`config.mk`:
```
export PLATFORM = sky130hd
export DESIGN_NAME = mdu_hilo
export DESIGN_NICKNAME = d
export VERILOG_FILES = /design/src/rtl/mdu_pkg.sv /design/src/rtl/mdu_negate.sv /design/src/rtl/mdu_hilo.sv
export SDC_FILE = /design/constraint.sdc
export NUM_CORES = 1
export LEC_CHECK = 0
export BUFFER_PORTS_ARGS = -buffer_cell sky130_fd_sc_hd__buf_2
export CAP_MARGIN = 15
export CORE_MARGIN = 8
export CORE_UTILIZATION = 50
export CTS_CLUSTER_SIZE = 30
export DETAILED_ROUTE_END_ITERATION = 8
export MAX_ROUTING_LAYER = met4
export PLACE_DENSITY_LB_ADDON = 0.2
export SYNTH_ARGS = -nofsm -noshare
export SYNTH_HDL_FRONTEND = slang
export SYNTH_HIERARCHICAL = 1
export SYNTH_SLANG_ARGS = --single-unit
export TNS_END_PERCENT = 30
```
`constraint.sdc`:
```
create_clock -name clk -period 7.45 [get_ports clk]
set_input_delay 1.49 -clock clk [delete_from_list [all_inputs] [get_ports clk]]
set_output_delay 1.49 -clock clk [all_outputs]
set_load 0.01 [all_outputs]
```
`src/rtl/mdu_pkg.sv`:
```
// rtl/mdu_pkg.sv - shared encodings and constants for the HI/LO multiply-divide unit
package mdu_pkg;

  localparam int MDU_DATA_WIDTH = 32;
  localparam int MDU_ITERS      = MDU_DATA_WIDTH;

  typedef enum logic [1:0] {
    OP_MULT  = 2'b00,
    OP_MULTU = 2'b01,
    OP_DIV   = 2'b10,
    OP_DIVU  = 2'b11
  } mdu_op_e;

  typedef enum logic {
    ST_IDLE = 1'b0,
    ST_RUN  = 1'b1
  } mdu_state_e;

  function automatic logic op_is_div(input logic [1:0] op);
    return op[1];
  endfunction

  function automatic logic op_is_signed(input logic [1:0] op);
    return ~op[0];
  endfunction

endpackage

```
`src/rtl/mdu_negate.sv`:
```
// rtl/mdu_negate.sv - conditional two's-complement of a word
module mdu_negate #(
  parameter int DATA_WIDTH = 32
) (
  input  logic                  i_en,
  input  logic [DATA_WIDTH-1:0] i_data,
  output logic [DATA_WIDTH-1:0] o_data
);

  assign o_data = i_en ? (~i_data + 1'b1) : i_data;

endmodule

```
`src/rtl/mdu_hilo.sv`:
```
// rtl/mdu_hilo.sv - iterative MIPS-style multiply/divide unit with HI/LO registers
module mdu_hilo
  import mdu_pkg::*;
#(
  parameter int DATA_WIDTH = MDU_DATA_WIDTH
) (
  input  logic                  clk,
  input  logic                  rst,
  input  logic                  start,
  input  logic [1:0]            op,
  input  logic [DATA_WIDTH-1:0] a,
  input  logic [DATA_WIDTH-1:0] b,
  input  logic                  mthi,
  input  logic                  mtlo,
  input  logic [DATA_WIDTH-1:0] wdata,
  output logic                  busy,
  output logic                  done,
  output logic                  div_zero,
  output logic [DATA_WIDTH-1:0] hi,
  output logic [DATA_WIDTH-1:0] lo
);

  localparam int ITERS = DATA_WIDTH;
  localparam int CNT_W = $clog2(ITERS);

  mdu_state_e r_state, w_state_nx;

  logic [1:0]            r_op;
  logic                  r_sa, r_sb, r_dz;
  logic [DATA_WIDTH-1:0] r_acc, r_mq, r_b;
  logic [CNT_W-1:0]      r_cnt;
  logic [DATA_WIDTH-1:0] r_hi, r_lo;
  logic                  r_done, r_div_zero;

  logic                  w_last;
  logic [DATA_WIDTH-1:0] w_a_abs, w_b_abs;
  logic [DATA_WIDTH:0]   w_mul_sum, w_div_sh, w_div_diff;
  logic                  w_div_ok;
  logic [DATA_WIDTH-1:0] w_acc_nx, w_mq_nx;
  logic                  w_is_div, w_signed, w_q_neg, w_lo_zero, w_hi_neg_en;
  logic [DATA_WIDTH-1:0] w_lo_res, w_hi_neg, w_hi_res;

  assign w_last = (r_state == ST_RUN) && (r_cnt == CNT_W'(ITERS - 1));

  always_ff @(posedge clk) begin
    if (rst) r_state <= ST_IDLE;
    else     r_state <= w_state_nx;
  end

  always_comb begin
    w_state_nx = r_state;
    case (r_state)
      ST_IDLE: if (start)  w_state_nx = ST_RUN;
      ST_RUN:  if (w_last) w_state_nx = ST_IDLE;
      default: w_state_nx = ST_IDLE;
    endcase
  end

  mdu_negate #(.DATA_WIDTH(DATA_WIDTH)) u_neg_a (
    .i_en(op_is_signed(op) & a[DATA_WIDTH-1]), .i_data(a), .o_data(w_a_abs));
  mdu_negate #(.DATA_WIDTH(DATA_WIDTH)) u_neg_b (
    .i_en(op_is_signed(op) & b[DATA_WIDTH-1]), .i_data(b), .o_data(w_b_abs));

  // r_acc:r_mq is {partial product high, multiplier} for MULT, {remainder, dividend/quotient} for DIV
  assign w_mul_sum  = r_mq[0] ? ({1'b0, r_acc} + {1'b0, r_b}) : {1'b0, r_acc};
  assign w_div_sh   = {r_acc, r_mq[DATA_WIDTH-1]};
  assign w_div_diff = w_div_sh - {1'b0, r_b};
  assign w_div_ok   = ~w_div_diff[DATA_WIDTH];

  assign w_is_div = op_is_div(r_op);
  assign w_signed = op_is_signed(r_op);

  always_comb begin
    w_acc_nx = w_mul_sum[DATA_WIDTH:1];
    w_mq_nx  = {w_mul_sum[0], r_mq[DATA_WIDTH-1:1]};
    if (w_is_div) begin
      w_acc_nx = w_div_ok ? w_div_diff[DATA_WIDTH-1:0] : w_div_sh[DATA_WIDTH-1:0];
      w_mq_nx  = {r_mq[DATA_WIDTH-2:0], w_div_ok};
    end
  end

  // Negating a 2W product: LO negates normally, HI only takes the +1 carry when LO is zero
  assign w_q_neg     = w_signed & (r_sa ^ r_sb);
  assign w_lo_zero   = (w_mq_nx == '0);
  assign w_hi_neg_en = w_is_div ? (w_signed & r_sa) : (w_q_neg & w_lo_zero);

  mdu_negate #(.DATA_WIDTH(DATA_WIDTH)) u_neg_lo (
    .i_en(w_q_neg), .i_data(w_mq_nx), .o_data(w_lo_res));
  mdu_negate #(.DATA_WIDTH(DATA_WIDTH)) u_neg_hi (
    .i_en(w_hi_neg_en), .i_data(w_acc_nx), .o_data(w_hi_neg));

  assign w_hi_res = (!w_is_div && w_q_neg && !w_lo_zero) ? ~w_acc_nx : w_hi_neg;

  always_ff @(posedge clk) begin
    if (rst) begin
      r_op       <= '0;
      r_sa       <= 1'b0;
      r_sb       <= 1'b0;
      r_dz       <= 1'b0;
      r_acc      <= '0;
      r_mq       <= '0;
      r_b        <= '0;
      r_cnt      <= '0;
      r_hi       <= '0;
      r_lo       <= '0;
      r_done     <= 1'b0;
      r_div_zero <= 1'b0;
    end else begin
      r_done     <= 1'b0;
      r_div_zero <= 1'b0;
      if (r_state == ST_IDLE) begin
        if (start) begin
          r_op  <= op;
          r_sa  <= a[DATA_WIDTH-1];
          r_sb  <= b[DATA_WIDTH-1];
          r_dz  <= op_is_div(op) && (b == '0);
          r_acc <= '0;
          r_mq  <= w_a_abs;
          r_b   <= w_b_abs;
          r_cnt <= '0;
        end else begin
          if (mthi) r_hi <= wdata;
          if (mtlo) r_lo <= wdata;
        end
      end else begin
        r_acc <= w_acc_nx;
        r_mq  <= w_mq_nx;
        r_cnt <= r_cnt + 1'b1;
        if (w_last) begin
          r_done     <= 1'b1;
          r_div_zero <= r_dz;
          if (!r_dz) begin
            r_hi <= w_hi_res;
            r_lo <= w_lo_res;
          end
        end
      end
    end
  end

  assign busy     = (r_state == ST_RUN);
  assign done     = r_done;
  assign div_zero = r_div_zero;
  assign hi       = r_hi;
  assign lo       = r_lo;

endmodule

```
=== After elaboration in Yosys (flattened, before gate mapping) ===
Index checks and enable logic that the tools add are counted.

* Register bits: 173
* Bits of input ports: 103
* Output and inout port bits: 67
* Logic and storage cells: 85

* Add/subtract/negate cells: 7
* Eq/ne operators: 4
* Muxes and demuxes: 30
* Bitwise gates (word level): 15
* Reduce and logical (&&, ||, !) cells: 16

{| class="wikitable"
|+ Operators with widths
! kind !! number
|-
| 32-bit 2-to-1 mux || 22
|-
| 32-bit by 1-bit adder with 32-bit output (second input constant) || 4
|-
| 32-bit NOT || 4
|-
| 32-bit logical NOT || 2
|-
| 32-bit by 32-bit adder with 33-bit output || 1
|-
| 33-bit 2-to-1 mux || 1
|-
| 33-bit by 32-bit subtractor with 33-bit output || 1
|-
| 5-bit 2-to-1 mux || 2
|-
| 4-bit AND reduction || 2
|-
| 2-bit nonzero test || 3
|-
| 5-bit by 1-bit adder with 5-bit output (second input constant) || 1
|-
| 1-bit AND || 5
|-
| 5-bit == test (second input constant) || 1
|-
| 1-bit NOT || 5
|-
| 1-bit logical AND || 4
|-
| 1-bit 2-to-1 mux || 4
|-
| 2-bit by 1-bit inequality test with 1-bit output (second input constant) || 2
|-
| 3-bit OR reduction || 1
|-
| 1-bit logical NOT || 2
|-
| 2-bit inequality test (second input constant) || 1
|-
| 1-bit case mux with 2 select lines || 1
|-
| 2-bit AND reduction || 1
|-
| 2-bit OR reduction || 1
|-
| 1-bit bitwise XOR || 1
|}

=== Logic depth before layout (Yosys ltp) ===
Gate-level depths: netlist (run 1).

* Depth after elaboration: 11
* Mapped depth: 24
* Depth with buffers taken out: 23

=== Hierarchy ===
Netlist (run 1), hierarchy kept.

{| class="wikitable"
|+ By module, submodules not included
! module !! times used !! cells an instance !! area an instance (um^2) !! seq. area each (um^2)
|-
| mdu_hilo || 1 || 1612 || 12560.8 || 3463.3
|-
| mdu_negate || 4 || 99 || 777.0 || 0.0
|}

=== Worst setup path before layout (run 1) ===
OpenSTA, ideal clock, no wires.

* Path kind: reg-to-reg
* From: register r_mq[31]
* To: register r_hi[31] (netlist: hi[31])
* Setup time: 0.114 ns
* Data arrival time: 4.319 ns
* Data required time: 7.336 ns
* Path slack: 3.016 ns
* Cell stages (with the launch flop): 22
* Buffers on the path: 2
* Clock period less this slack: 4.434 ns
* Path through: dfxtp_1 -> inv_1 -> ha_1 -> inv_1 -> fa_1 -> a211oi_2 -> o21ai_2 -> o2111ai_2 -> o2bb2ai_2 -> o21ai_1 -> a221o_1 -> buf_2 -> clkbuf_1 -> o21ai_0 -> o211ai_1 -> and2_1 -> nor4_1 -> nand4b_2 -> o41ai_2 -> xnor2_1 -> mux2i_1 -> a2111oi_0

* Elaborated cells between the ends (all ways): 17
* Classes of those cells: 2 x add/sub; 9 x mux; 3 x bitwise; 3 x reduce/logical

{| class="wikitable"
|+ RTL lines
! item !! line !! RTL
|-
| start: declaration || mdu_hilo.sv:30 || <nowiki>logic [DATA_WIDTH-1:0] r_acc, r_mq, r_b;</nowiki>
|-
| start signal: assignment || mdu_hilo.sv:118 || <nowiki>r_mq <= w_a_abs;</nowiki>
|-
| start signal: assignment || mdu_hilo.sv:127 || <nowiki>r_mq <= w_mq_nx;</nowiki>
|-
| 33-bit by 32-bit subtractor with 33-bit output || mdu_hilo.sv:67 || <nowiki>assign w_div_diff = w_div_sh - {1'b0, r_b};</nowiki>
|-
| 32-bit 2-to-1 mux || mdu_hilo.sv:77 || <nowiki>w_acc_nx = w_div_ok ? w_div_diff[DATA_WIDTH-1:0] : w_div_sh[DATA_WIDTH-1:0];</nowiki>
|-
| 32-bit 2-to-1 mux || mdu_hilo.sv:76 || <nowiki>if (w_is_div) begin</nowiki>
|-
| via w_acc_nx[20] || mdu_hilo.sv:39 || <nowiki>logic [DATA_WIDTH-1:0] w_acc_nx, w_mq_nx;</nowiki>
|-
| 32-bit NOT || mdu_negate.sv:10 || <nowiki>assign o_data = i_en ? (~i_data + 1'b1) : i_data;</nowiki>
|-
| 32-bit by 1-bit adder with 32-bit output || mdu_negate.sv:10 ||
|-
| 32-bit 2-to-1 mux || mdu_negate.sv:10 ||
|-
| via w_hi_neg[31] || mdu_hilo.sv:41 || <nowiki>logic [DATA_WIDTH-1:0] w_lo_res, w_hi_neg, w_hi_res;</nowiki>
|-
| 32-bit 2-to-1 mux || mdu_hilo.sv:92 || <nowiki>assign w_hi_res = (!w_is_div && w_q_neg && !w_lo_zero) ? ~w_acc_nx : w_hi_neg;</nowiki>
|-
| 32-bit 2-to-1 mux || mdu_hilo.sv:132 || <nowiki>if (!r_dz) begin</nowiki>
|-
| 32-bit 2-to-1 mux || mdu_hilo.sv:129 || <nowiki>if (w_last) begin</nowiki>
|-
| 32-bit 2-to-1 mux || mdu_hilo.sv:111 || <nowiki>if (r_state == ST_IDLE) begin</nowiki>
|-
| end signal: assignment || mdu_hilo.sv:122 || <nowiki>if (mthi) r_hi <= wdata;</nowiki>
|-
| end signal: assignment || mdu_hilo.sv:133 || <nowiki>r_hi <= w_hi_res;</nowiki>
|-
| end: declaration || mdu_hilo.sv:32 || <nowiki>logic [DATA_WIDTH-1:0] r_hi, r_lo;</nowiki>
|}

The timed path passes the listed nets, and every way through them passes these cells. The select of a mux whose other input is x is not followed.
A chain may end at the register's enable or synchronous reset.

=== Final worst setup path (run 1) ===
* From: register r_mq[31]
* To: register r_hi[22] (netlist: hi[22])

* Elaborated cells between the ends (all ways): 17
* Classes of those cells: 2 x add/sub; 9 x mux; 3 x bitwise; 3 x reduce/logical

{| class="wikitable"
|+ RTL lines
! item !! line
|-
| 33-bit by 32-bit subtractor with 33-bit output || mdu_hilo.sv:67
|-
| 32-bit 2-to-1 mux * || mdu_hilo.sv:77
|-
| 32-bit 2-to-1 mux * || mdu_hilo.sv:76
|-
| via w_acc_nx[0] || mdu_hilo.sv:39
|-
| 32-bit NOT * || mdu_negate.sv:10
|-
| 32-bit by 1-bit adder with 32-bit output * || mdu_negate.sv:10
|-
| 32-bit 2-to-1 mux * || mdu_negate.sv:10
|-
| via w_hi_neg[22] || mdu_hilo.sv:41
|-
| 32-bit 2-to-1 mux * || mdu_hilo.sv:92
|-
| 32-bit 2-to-1 mux * || mdu_hilo.sv:132
|-
| 32-bit 2-to-1 mux * || mdu_hilo.sv:129
|-
| 32-bit 2-to-1 mux * || mdu_hilo.sv:111
|}

Mark *: on every way through the listed nets, which the timed path passes. The rest lies on a longest branch. The select of a mux whose other input is x is not followed.

==> flow_summary.toml, run 1 <==
[run_status]
status = "completed"

[routing]
drt-initial-drc-count = 1546
viasPerCell = 6.40
dr.pass1.iters = 6
drcViolationCount = 0
avgRoutedWirePerCell_um = 22.4
routed_wl_um = 56000
detail-route-antenna-nets = 0
via_count = 16000

[critical_path]
slowest_delay_ns = 0.75
cp_data_required_time_ns = 7.81
slowest_stage = "o21a_1"
cp_max_fo = 29
end_kind = "register"
path_cells = "inv_1, ha_1, inv_1, fa_1, a211oi_2, o21ai_2, o2111ai_2, o2bb2ai_2, o211a_1, o21a_1, nor2_1, o21ai_0, a21oi_1, inv_1, ha_1, nor2b_1, nand4_1, o21ai_0, xnor2_1, nand2_1, a31o_2, a211oi_1"
crit_arrival_ns = 6.29
path_common_cell = "inv_1"
critPathLaunchType = "register"
worst-setup-path-type = "register to register"

[floorplanning]
initial_core_util_pct = 50.2
coreArea_um2 = 31200
die_height_um = 193
die_x_um = 193
rows = 65
io_pins = 170
die_area_um2 = 37300

[finish]
area_delta_synth_final_pct = 10.4
design_area_um2 = 17300
drive_above_1_share_pct = 14.9
final_util_pct = 55.4
diodes = 0
final_nets = 2262

[yosys]
syn_nets = 2183
synth_area_leaders = "dfxtp_1 22%, xnor2_1 8.2%, ha_1 5.6%"
async_flop_share_pct = 0
syn_area_per_cell_um2 = 7.80
synth_area_leader_cell = "dfxtp_1"
yosys_warnings = 6
synth-edff-count = 0
synth_most_common_cell = "nand2_1"
synthesis.area_um2 = 15700
synthTopCellsByCount = "206 x nand2_1, 173 x dfxtp_1, 152 x nor2_1"
synth_cell_types = 83
ys.flop_type = "dfxtp_1"
synth_seq_cells = 173
ys_seq_area_share_pct = 22.1
syn-instance-count = 2008
synth.top_cell.area_share_pct = 22.1

[global_route]
antenna_found_initial = 0
grtUsageTotal_pct = 30.0
grt_max_degree = 73
grt_pass1_wl_um = 84900
globalRoute.totalOverflow = 0
grt_pass1_vias = 14600

[timing]
period_minus_slack_ns = 5.93
tightest_slew_ns = 1.14
clock.fmax_mhz = 169
fin_tns_setup_ns = 0
relSlewSlack_pct = 24.0
post-route-period-util_pct = 79.6
slew_viol_final = 0
hold_viol_final = 0
rsz0062_at_grt = "no"
setup_violations = 0
worst_clock_skew_ns = 0.0126

[power_and_ir_drop]
finalPower_mw = 3.24
p_leak_nw = 6.84
vdd_drop_max_mv = 0.174
powerDensity_nw_per_um2 = 187

[clocking]
cts_hold_buf = 0
clk_latency_ns = 0.45
path_clk_slew_ns = 0.08
h-tree-depth = 4
cts_repair_resize_count = 0
cts_root_buf = "clkbuf_16"
numCtsBuffers = 17
cts.sinks = 173
cts_tree = "yes"
post-cts-setup-buffer-count = 0
cts_buffer_depth = 2

[hold_path]
hp-class = "register to register"

[placed_design]
portBuffers = 169
place_congestion = 1.04
place_area_um2 = 16700
hpwlAfterDp_um = 44400

[run]
max-cap-violations = 0
-- power by group --
| group | switching (mW) | internal (mW) | total [mW] | leakage, nW |
|---|---|---|---|---|
| registers | 0.0844 | 0.987 | 1.07 | 1.42 |
| clock network | 0.429 | 0.503 | 0.932 | 0.279 |
| logic | 0.778 | 0.454 | 1.23 | 5.14 |
| total | 1.29 | 1.94 | 3.24 | 6.84 |
-- metal layers --
| layer | vias up | GRT usage, % | wire length, µm |
|---|---|---|---|
| li1 | 7653 | - | - |
| met1 | 7501 | 42.3 | 25800 |
| met2 | 766 | 42.6 | 23000 |
| met3 | 84 | 5.72 | 5600 |
| met4 | 0 | 9.29 | 1590 |
| met5 | - | - | 0 |
-- metrics by stage --
step / setup slack [ns] / hold slack [ns] / std cells
6_report: 1.52 / 0.455 / 2502
5_1_grt: 1.23 / 0.486 / 2502
4_1_cts: 1.64 / 0.458 / 2500
3_5_place_dp: 1.67 / 0.445 / 2468
3_3_place_gp: 1.90 / 0.437 / 2468
2_1_floorplan: 3.02 / 0.449 / 2008
-- critical path: cells and delay by family (launching register included) --
family	cells	cell delay, ns
AOI/OAI and AO/OA	11	3.11
and+or+nand+nor	4	1.11
adders and majority gates	3	0.77
DFF	1	0.41
buffers and inverters	3	0.27
xor gates and xnor gates	1	0.16
-- cells in the final DEF, fill, tap and decap left out, types with 6 or more instances in the layout --
cell type  count
nand2_1      206
dfxtp_1      170
buf_2        168
nor2_1       151
xnor2_1      146
a21oi_1      122
o21ai_0      108
a211oi_1     101
mux2i_1       84
ha_1          70
inv_1         64
nand3_1       48
nor3_1        45
o31ai_1       41
a21o_1        34
o211ai_1      27
nor2b_1       27
mux2_2        27
a31oi_1       26
nor4_1        24
nand2b_1      23
o41ai_1       23
nand4_1       22
a22o_1        22
or3_1         21
buf_4         20
o21a_1        17
clkbuf_16     17
nor4_4        16
o41ai_2       16
xor2_1        15
a211o_1       13
and3_1        12
and2_1        12
a311oi_1       8
or2b_1         8
a221oi_1       6
-- logic make-up (layout without fill, tap and decap cells) --
logic type	count (synthesis)	in the layout	share of synthesized area, %
adder cells (fa/ha/maj)	72	72	5.85
AO/OA/AOI/OAI	642	642	29.1
multiplexers	111	111	7.31
flip-flops	173	173	22.1
XOR/XNOR	161	161	9.00
buffers and inverters	196	288	4.91
AND/OR/NAND/NOR	653	653	21.7
-- path summary, 6_finish.rpt --
path | start | to | slack (ns) | cells after the start
max reg2reg | r_mq[31]$_SDFFE_PP0P_ | hi[22]$_SDFFE_PP0P_ | 1.52 | 22
min | hi[0]$_SDFFE_PP0P_ | hi[0]$_SDFFE_PP0P_ | 0.46 | 2
max | r_mq[31]$_SDFFE_PP0P_ | hi[22]$_SDFFE_PP0P_ | 1.52 | 22
min reg2reg | hi[0]$_SDFFE_PP0P_ | hi[0]$_SDFFE_PP0P_ | 0.46 | 2
-- area by class of cell --
class / count / area [µm²]
Inverter: 66 / 248
Clock inverter: 13 / 154
Fill cell: 3058 / 13900
Sequential cell: 173 / 3470
Tap cell: 402 / 503
Clock buffer: 19 / 433
Multi-Input combinational cell: 1639 / 11500
Timing Repair Buffer: 190 / 1010
-- state kept, by name, summed over array words and instances, names as in the netlist --
register / flops
r_cnt: 5
lo: 32
r_sb: 1
r_b: 32
hi: 32
r_dz: 1
done: 1
busy: 1
r_mq: 32
r_acc: 32
r_op: 2
div_zero: 1
r_sa: 1
No activity file was read; power rests on OpenSTA's default activity.
==> run 2, diff against run 1 <==
- clock period: 7.45 -> 4.8 ns (I/O delays scaled with it)
==> flow_summary.toml, run 2 (synthesis gave the netlist of run 1 again) <==
[run_status]
status = "completed"

[global_route]
antenna_found_initial = 0
grt_pass1_wl_um = 87500
grt_pass1_vias = 15000
grt_max_degree = 65
grtUsageTotal_pct = 31.0
globalRoute.totalOverflow = 0

[critical_path]
r2r-start = "r_acc[18]$_SDFFE_PP0P_"
critPathLaunchType = "register"
cp_data_required_time_ns = 5.18
slowest_delay_ns = 0.54
cp_max_fo = 18
worst-setup-path-type = "register to register"
end_kind = "register"
path_cells = "buf_4, ha_2, nand4_1, nor3_2, o21ai_0, o211a_1, o21a_2, buf_6, or4_1, a31oi_2, nor4_4, buf_4, nand3_1, buf_4, nand2_1, xnor2_1, a21oi_1, a211o_1, a21oi_1"
reg2regPathDepth = 19
r2r_setup_slack_ns = 0.16
r2r-end = "hi[11]$_SDFFE_PP0P_"
path_common_cell = "buf_4"
slowest_stage = "or4_1"
crit_arrival_ns = 5.02

[floorplanning]
coreArea_um2 = 31200
die_area_um2 = 37300
die_x_um = 193
rows = 65
io_pins = 170
initial_core_util_pct = 50.2
die_height_um = 193

[timing]
post-route-period-util_pct = 96.7
period_minus_slack_ns = 4.64
slew_viol_final = 0
setup_violations = 0
layout_setup_ws_ns = 0.157
clock.fmax_mhz = 215
relSlewSlack_pct = 28.8
hold_viol_final = 0
tightest_slew_ns = 1.07
worst_clock_skew_ns = 0.0129

[hold_path]
hp-class = "register to register"
hold_depth = 2
holdPathEnd = "hi[17]$_SDFFE_PP0P_"
min-delay-start = "hi[17]$_SDFFE_PP0P_"

[clocking]
cts.sinks = 173
h-tree-depth = 4
cts_buffer_depth = 2
cts_hold_buf = 0
path_clk_slew_ns = 0.07
cts_root_buf = "clkbuf_16"
cts_tree = "yes"
numCtsBuffers = 17
clk_latency_ns = 0.45

[placed_design]
place_congestion = 0.989
hpwlAfterDp_um = 45900
portBuffers = 169
pre_cts_ws_ns = -0.0567
place_area_um2 = 17600

[run]
max-cap-violations = 0

[finish]
diodes = 0
design_area_um2 = 18800
final_common_cell = "nand2_1"
final_nets = 2390
final_cell_mix = "204 x nand2_1, 168 x buf_2, 165 x dfxtp_1"
area_delta_synth_final_pct = 19.7
drive_above_1_share_pct = 22.7

[routing]
dr.pass1.iters = 5
detail-route-antenna-nets = 0
routed_wl_um = 58300
drt-initial-drc-count = 1645
viasPerCell = 6.38
drcViolationCount = 0
avgRoutedWirePerCell_um = 22.2
via_count = 16800

[power_and_ir_drop]
vdd_drop_max_mv = 0.277
finalPower_mw = 5.32
powerDensity_nw_per_um2 = 283
p_leak_nw = 7.55
run 2: cell types whose count changed in the layout (fill, tap and decap cells not counted), sizes merged:
cell,before,now
inv,70,69
clkbuf,20,19
buf,189,318
clkinv,4,6
bufinv,2,1
run 2: routing by layer:
layer  global-route usage, %  wire length, µm  vias up
li1                        -                -     7909
met1                    44.2            26600     7934
met2                    44.0            24000      869
met3                    5.20             6150       77
met4                    9.14             1540        0
met5                       -                0        -
run 2: cell type report:
cell class                      instances  area (µm²)
Timing Repair Buffer                  318        2030
Fill cell                            2880       12500
Clock buffer                           19         454
Sequential cell                       173        3480
Inverter                               66         248
Tap cell                              402         503
Multi-Input combinational cell       1639       11900
Clock inverter                         13         128
run 2: metrics by stage:
step	setup TNS, ns	cells	hold slack, ns	utilization, %
3_3_place_gp	0	2585	0.442	56.4
3_5_place_dp	-0.141	2585	0.449	56.4
5_1_grt	-0.185	2630	0.488	60.1
6_report	0	2630	0.455	60.1
4_1_cts	0	2617	0.460	58.3
2_1_floorplan	0	2008	0.449	-
run 2: worst max-delay path by stage:
stage,from,endpoint,slack [ns],depth (start not counted)
after CTS,r_mq[31]$_SDFFE_PP0P_,hi[31]$_SDFFE_PP0P_,0.01,21
final,r_acc[18]$_SDFFE_PP0P_,hi[11]$_SDFFE_PP0P_,0.16,19
after floorplan,r_mq[31]$_SDFFE_PP0P_,hi[31]$_SDFFE_PP0P_,0.37,21
after global placement,r_acc[16]$_SDFFE_PP0P_,hi[20]$_SDFFE_PP0P_,0.05,19
after detailed placement,r_b[0]$_SDFFE_PP0P_,hi[20]$_SDFFE_PP0P_,-0.06,21
after global routing,r_mq[31]$_SDFFE_PP0P_,hi[18]$_SDFFE_PP0P_,-0.08,22
run 2: timing repair:
item | 4_1_cts | 5_1_grt
gates cloned | 0 | 1
endpoints found under the setup margin | 5 | 33
gates resized for setup | 4 | 107
pin swaps | 0 | 29
buffers inserted | 0 | 11
run 2: where the power goes:
| group | internal [mW] | switching (mW) |
|---|---|---|
| Sequential | 1.53 | 0.112 |
| Combinational | 0.896 | 1.33 |
| Clock | 0.757 | 0.689 |
| Total | 3.19 | 2.13 |
run 2: worst max-delay path: cells and delay by family (launching register included):
kind            cells  cell delay, ns
xor+xnor            1            0.14
flops               1            0.40
buf+inv             4            0.69
compound gates      7            1.65
simple gates        6            1.30
fa+ha+maj           1            0.38
